$ cat config.mk
export PLATFORM = sky130hd
export DESIGN_NAME = vdsu_8bit_div
export DESIGN_NICKNAME = d
export VERILOG_FILES = /design/src/rtl/vdsu_8bit_div.sv
export SDC_FILE = /design/constraint.sdc
export NUM_CORES = 1
export LEC_CHECK = 0
export CAP_MARGIN = 5
export CORE_ASPECT_RATIO = 0.5
export CORE_MARGIN = 3
export CORE_UTILIZATION = 59
export CTS_CLUSTER_SIZE = 20
export DETAILED_ROUTE_END_ITERATION = 8
export PLACE_DENSITY = 0.95
export SLEW_MARGIN = 20
export SYNTH_ARGS = -nofsm -noshare
export SYNTH_HDL_FRONTEND = slang
export SYNTH_SLANG_ARGS = --single-unit
$ cat constraint.sdc
create_clock -name clk -period 3.9 [get_ports clk]
set_input_delay 0.585 -clock clk [delete_from_list [all_inputs] [get_ports clk]]
set_output_delay 0.585 -clock clk [all_outputs]
set_load 0.1 [all_outputs]
$ cat src/rtl/vdsu_8bit_div.sv
// Sequential signed/unsigned 16-by-8 radix-2 restoring divider with start/busy/done handshake.
// Optional feature: define VDSU_DIV_ZERO_CHECK_EN for a 1-cycle divide-by-zero bypass.
module vdsu_8bit_div (
  input  logic        clk,
  input  logic        rst,
  input  logic        start,
  input  logic        control,
  input  logic [15:0] dividend,
  input  logic [7:0]  divisor,
  output logic        busy,
  output logic        done,
  output logic [15:0] quotient,
  output logic [7:0]  remainder,
  output logic        ovf,
  output logic        div_zero
);

  typedef enum logic [1:0] {IDLE, CALC, FIX} state_t;

  state_t      state_reg, state_next;
  logic        sign_q_reg, sign_r_reg, ovf_pend_reg, dz_pend_reg;
  logic [15:0] dvd_reg;
  logic [7:0]  dmag_reg;
  logic [8:0]  rem_reg;
  logic [3:0]  cnt_reg;
  logic        busy_reg, done_reg, ovf_reg, div_zero_reg;
  logic [15:0] quot_reg;
  logic [7:0]  remd_reg;

  logic        dz_det;
  logic [8:0]  r_shift, r_sub;
  logic        q_bit;
  logic [15:0] dvd_mag;
  logic [7:0]  dsr_mag;

`ifdef VDSU_DIV_ZERO_CHECK_EN
  assign dz_det = (divisor == 8'h00);
`else
  assign dz_det = 1'b0;
`endif

  always_comb begin
    dvd_mag = (control && dividend[15]) ? (16'h0000 - dividend) : dividend;
    dsr_mag = (control && divisor[7])   ? (8'h00 - divisor)     : divisor;
    r_shift = {rem_reg[7:0], dvd_reg[15]};
    r_sub   = r_shift - {1'b0, dmag_reg};
    q_bit   = (r_shift >= {1'b0, dmag_reg});
  end

  always_ff @(posedge clk) begin
    if (rst) state_reg <= IDLE;
    else     state_reg <= state_next;
  end

  always_comb begin
    state_next = state_reg;
    case (state_reg)
      IDLE:    if (start) state_next = dz_det ? FIX : CALC;
      CALC:    if (cnt_reg == 4'd15) state_next = FIX;
      FIX:     state_next = IDLE;
      default: state_next = IDLE;
    endcase
  end

  // The dividend register doubles as the quotient shift register: one bit
  // leaves at the top and one quotient bit enters at the bottom each CALC cycle.
  always_ff @(posedge clk) begin
    if (rst) begin
      sign_q_reg   <= 1'b0;
      sign_r_reg   <= 1'b0;
      ovf_pend_reg <= 1'b0;
      dz_pend_reg  <= 1'b0;
      dvd_reg      <= '0;
      dmag_reg     <= '0;
      rem_reg      <= '0;
      cnt_reg      <= '0;
      busy_reg     <= 1'b0;
      done_reg     <= 1'b0;
      ovf_reg      <= 1'b0;
      div_zero_reg <= 1'b0;
      quot_reg     <= '0;
      remd_reg     <= '0;
    end else begin
      done_reg <= 1'b0;
      case (state_reg)
        IDLE: begin
          if (start) begin
            sign_q_reg   <= control & (dividend[15] ^ divisor[7]);
            sign_r_reg   <= control & dividend[15];
            ovf_pend_reg <= control & (dividend == 16'h8000) & (divisor == 8'hFF);
            dz_pend_reg  <= dz_det;
            // On a zero divisor the raw dividend is kept so its low byte can be returned.
            dvd_reg      <= dz_det ? dividend : dvd_mag;
            dmag_reg     <= dsr_mag;
            rem_reg      <= '0;
            cnt_reg      <= '0;
            busy_reg     <= 1'b1;
            ovf_reg      <= 1'b0;
            div_zero_reg <= 1'b0;
          end
        end
        CALC: begin
          rem_reg <= q_bit ? r_sub : r_shift;
          dvd_reg <= {dvd_reg[14:0], q_bit};
          cnt_reg <= cnt_reg + 4'd1;
        end
        FIX: begin
          if (dz_pend_reg) begin
            quot_reg     <= 16'hFFFF;
            remd_reg     <= dvd_reg[7:0];
            div_zero_reg <= 1'b1;
          end else begin
            quot_reg <= sign_q_reg ? (16'h0000 - dvd_reg) : dvd_reg;
            remd_reg <= sign_r_reg ? (8'h00 - rem_reg[7:0]) : rem_reg[7:0];
            ovf_reg  <= ovf_pend_reg;
          end
          done_reg <= 1'b1;
          busy_reg <= 1'b0;
        end
        default: ;
      endcase
    end
  end

  assign busy      = busy_reg;
  assign done      = done_reg;
  assign quotient  = quot_reg;
  assign remainder = remd_reg;
  assign ovf       = ovf_reg;
  assign div_zero  = div_zero_reg;

endmodule

==> out/qor.txt <==
outcome -> finished, final reports clean
largest net degree at the start of global routing -> 63
min cycle time layout -> 2.45 ns
WL final -> 10000 um
crit path capture type -> primary output
Synth top area share -> 35.6%
drt drc -> 0
maximum clock path buffer count -> 2
CP delay by family, top -> buffers and inverters
R2R cell count -> 7
row cnt -> 20
worst setup margin -> 1.45 ns
fraction of layout instances using a drive strength above 1 -> 6.82%
Fmax -> 408 MHz
clock sinks -> 68
count of final setup violators -> 0
Yosys reg bits -> 68
DP Worst Slack -> 1.38 ns
Initial Utilization -> 62.0%
post-route setup TNS -> 0 ns
Final GP Congestion -> 0.842
Finished Layout Cells -> 601
number of enable flip-flop cells after synthesis -> 0
critical path class -> reg -> out
setup slack, reg-to-reg -> 1.61 ns
Max-Cap Viols -> 0
Arr. time, crit path -> 1.87 ns
first-pass GRT wire length -> 16900 um
Slew @ Worst Pin -> 0.993 ns
via count -> 3705
Ports -> 56
Total GRT Usage -> 27.5%
Root Buffer Master -> clkbuf_16
Final Cell Area -> 4700 um2
Post-synth ARST share -> 0%
worst-skew pair later-pin latency -> 0.33 ns
Yosys top cell by area -> dfxtp_1
Vias/cell -> 6.16
First-pass DRT Iterations -> 6
Ys Warns -> 0
Total Nets Final -> 552
Worst Hold Class -> reg -> reg
most frequent cells in the layout -> dfxtp_1, nor2_1, clkdlybuf4s50_1
ranking of synthesized cells by area -> dfxtp_1, nor2_1, xor2_1, a211oi_1, ha_1
vias in the first global route -> 3563
Top FF cell, synth -> dfxtp_1
CTS tree -> done
Seq/Total Area, Yosys -> 35.6%
CTS Hold Bufs -> 0
Netlist cell types -> 54
Resize count post-CTS -> 0
worst hold start -> ovf_pend_reg$_SDFFE_PP0P_
clock slew at reported path FFs -> 0.05 ns
R2R Path End -> rem_reg[0]$_SDFFE_PP0P_
Max stage delay cell, worst path -> clkdlybuf4s50_1
syn_nets -> 508
DP Cell Count -> 586
Worst setup SP type -> flop
Max VDD drop -> 0.000246 V
crit path max fanout -> 2
Lkg Pwr -> 1.74 nW
Hold EP -> ovf_pend_reg$_SDFFE_PP0P_
wire per inst -> 16.7 um
Core Footprint -> 6160 um2
synthesized netlist cell count -> 465
grt ovf -> 0
port bufs -> 54
initial antenna violation count -> 0
Fillers -> 396
Worst path max stage delay -> 1.16 ns
Reg area -> 1360 um2
die area -> 7530 um2
Placement Cell Area -> 4410 um2
hpwl dp -> 6390 um
Final Hold Viols -> 0
Clock Skew -> 0.00416 ns
crit share post-route -> 62.9%
WP data required -> 3.31 ns
area delta synth->final -> 23.1%
relative slew slack -> 33.6%
CTS buffer count -> 9
Total Power -> 2.00 mW
commonest non-fill, non-tap cell in the layout -> dfxtp_1
RSZ-0062 raised after global routing -> false
worst-path cell chain -> clkdlybuf4s50_1
worst path bufs/invs -> 1
Multi-input gate area -> 2260 um2
Reg-to-Reg Start -> rem_reg[5]$_SDFFE_PP0P_
Routed Antenna Nets -> 0
Pwr Density -> 424 nW/um2
drt initial violations -> 389
Die Y -> 62.9 um
Die Width -> 120 um
synthesized area per cell -> 8.21 um2
Max Transition Viols Final -> 0
Inserted Diodes -> 0
H-tree Lvls -> 3
Netlist Area Pre-Place -> 3820 um2
postcts setup bufs -> 0
worst hold path cell count -> 2
## worst max-delay path by stage
stage	cells past startpoint	to	slack, ns	start
floorplan	5	dvd_reg[8]$_SDFFE_PP0P_	1.89	dividend[4]
global placement	5	dmag_reg[5]$_SDFFE_PP0P_	1.47	start
detailed placement	5	dmag_reg[3]$_SDFFE_PP0P_	1.38	start
CTS	1	busy	1.45	busy$_SDFFE_PP0P_
global route	7	rem_reg[0]$_SDFFE_PP0P_	1.39	rem_reg[5]$_SDFFE_PP0P_
finish	1	busy	1.45	busy$_SDFFE_PP0P_
## kinds of logic after synthesis
| kind of cell | share of synthesized area [%] |
|---|---|
| simple gates | 19.4 |
| mux | 2.69 |
| fa+ha+maj | 5.11 |
| buf+inv | 5.24 |
| flops | 35.6 |
| xor+xnor | 8.72 |
| other cells | 0.0982 |
| compound gates | 23.1 |
## cells in the mapped netlist (3+ instances only)
cell and instances:
o21ai_0 16, nand2b_1 4, a211oi_1 25, a222oi_1 10
nand4_1 4, and3_1 3, xor2_1 24, o31ai_1 7
inv_1 22, nor2_1 67, a22oi_1 6, a31oi_1 8
o22ai_1 3, xnor2_1 14, a32oi_1 4, a21oi_1 29
nand3_1 10, nor3_1 14, nor2b_1 9, nand2_1 30
nor4_1 4, clkbuf_1 23, mux2i_1 8, ha_1 14
dfxtp_1 68
## per-layer routing
| layer | global-route usage (%) | routed length [um] |
|---|---|---|
| met5 | 0 | 0 |
| met4 | 7.56 | 221 |
| met3 | 8.05 | 767 |
| met2 | 48.8 | 4970 |
| met1 | 32.6 | 4090 |
## per-stage QoR
stage | hold slack (ns) | util [%]
3_3_place_gp | 0.441 | 71.6
4_1_cts | 0.458 | 76.3
6_report | 0.462 | 76.4
2_1_floorplan | 0.432 | -
3_5_place_dp | 0.446 | 71.6
5_1_grt | 0.489 | 76.4
## where the power goes
part	switching, mW	internal (mW)
combinational	0.241	0.181
clock	0.293	0.507
sequential	0.0471	0.726
## area by class of cell
| cell class | instances | area share [%] |
|---|---|---|
| repair buffers | 61 | 12.6 |
| flip-flops and latches | 68 | 29.0 |
| clock buffers | 11 | 5.16 |
| well taps | 88 | 2.34 |
| clock inverters | 4 | 1.06 |
| inverters | 22 | 1.76 |
| multi-input cells | 347 | 48.2 |
(Power assumes the default switching activity.)
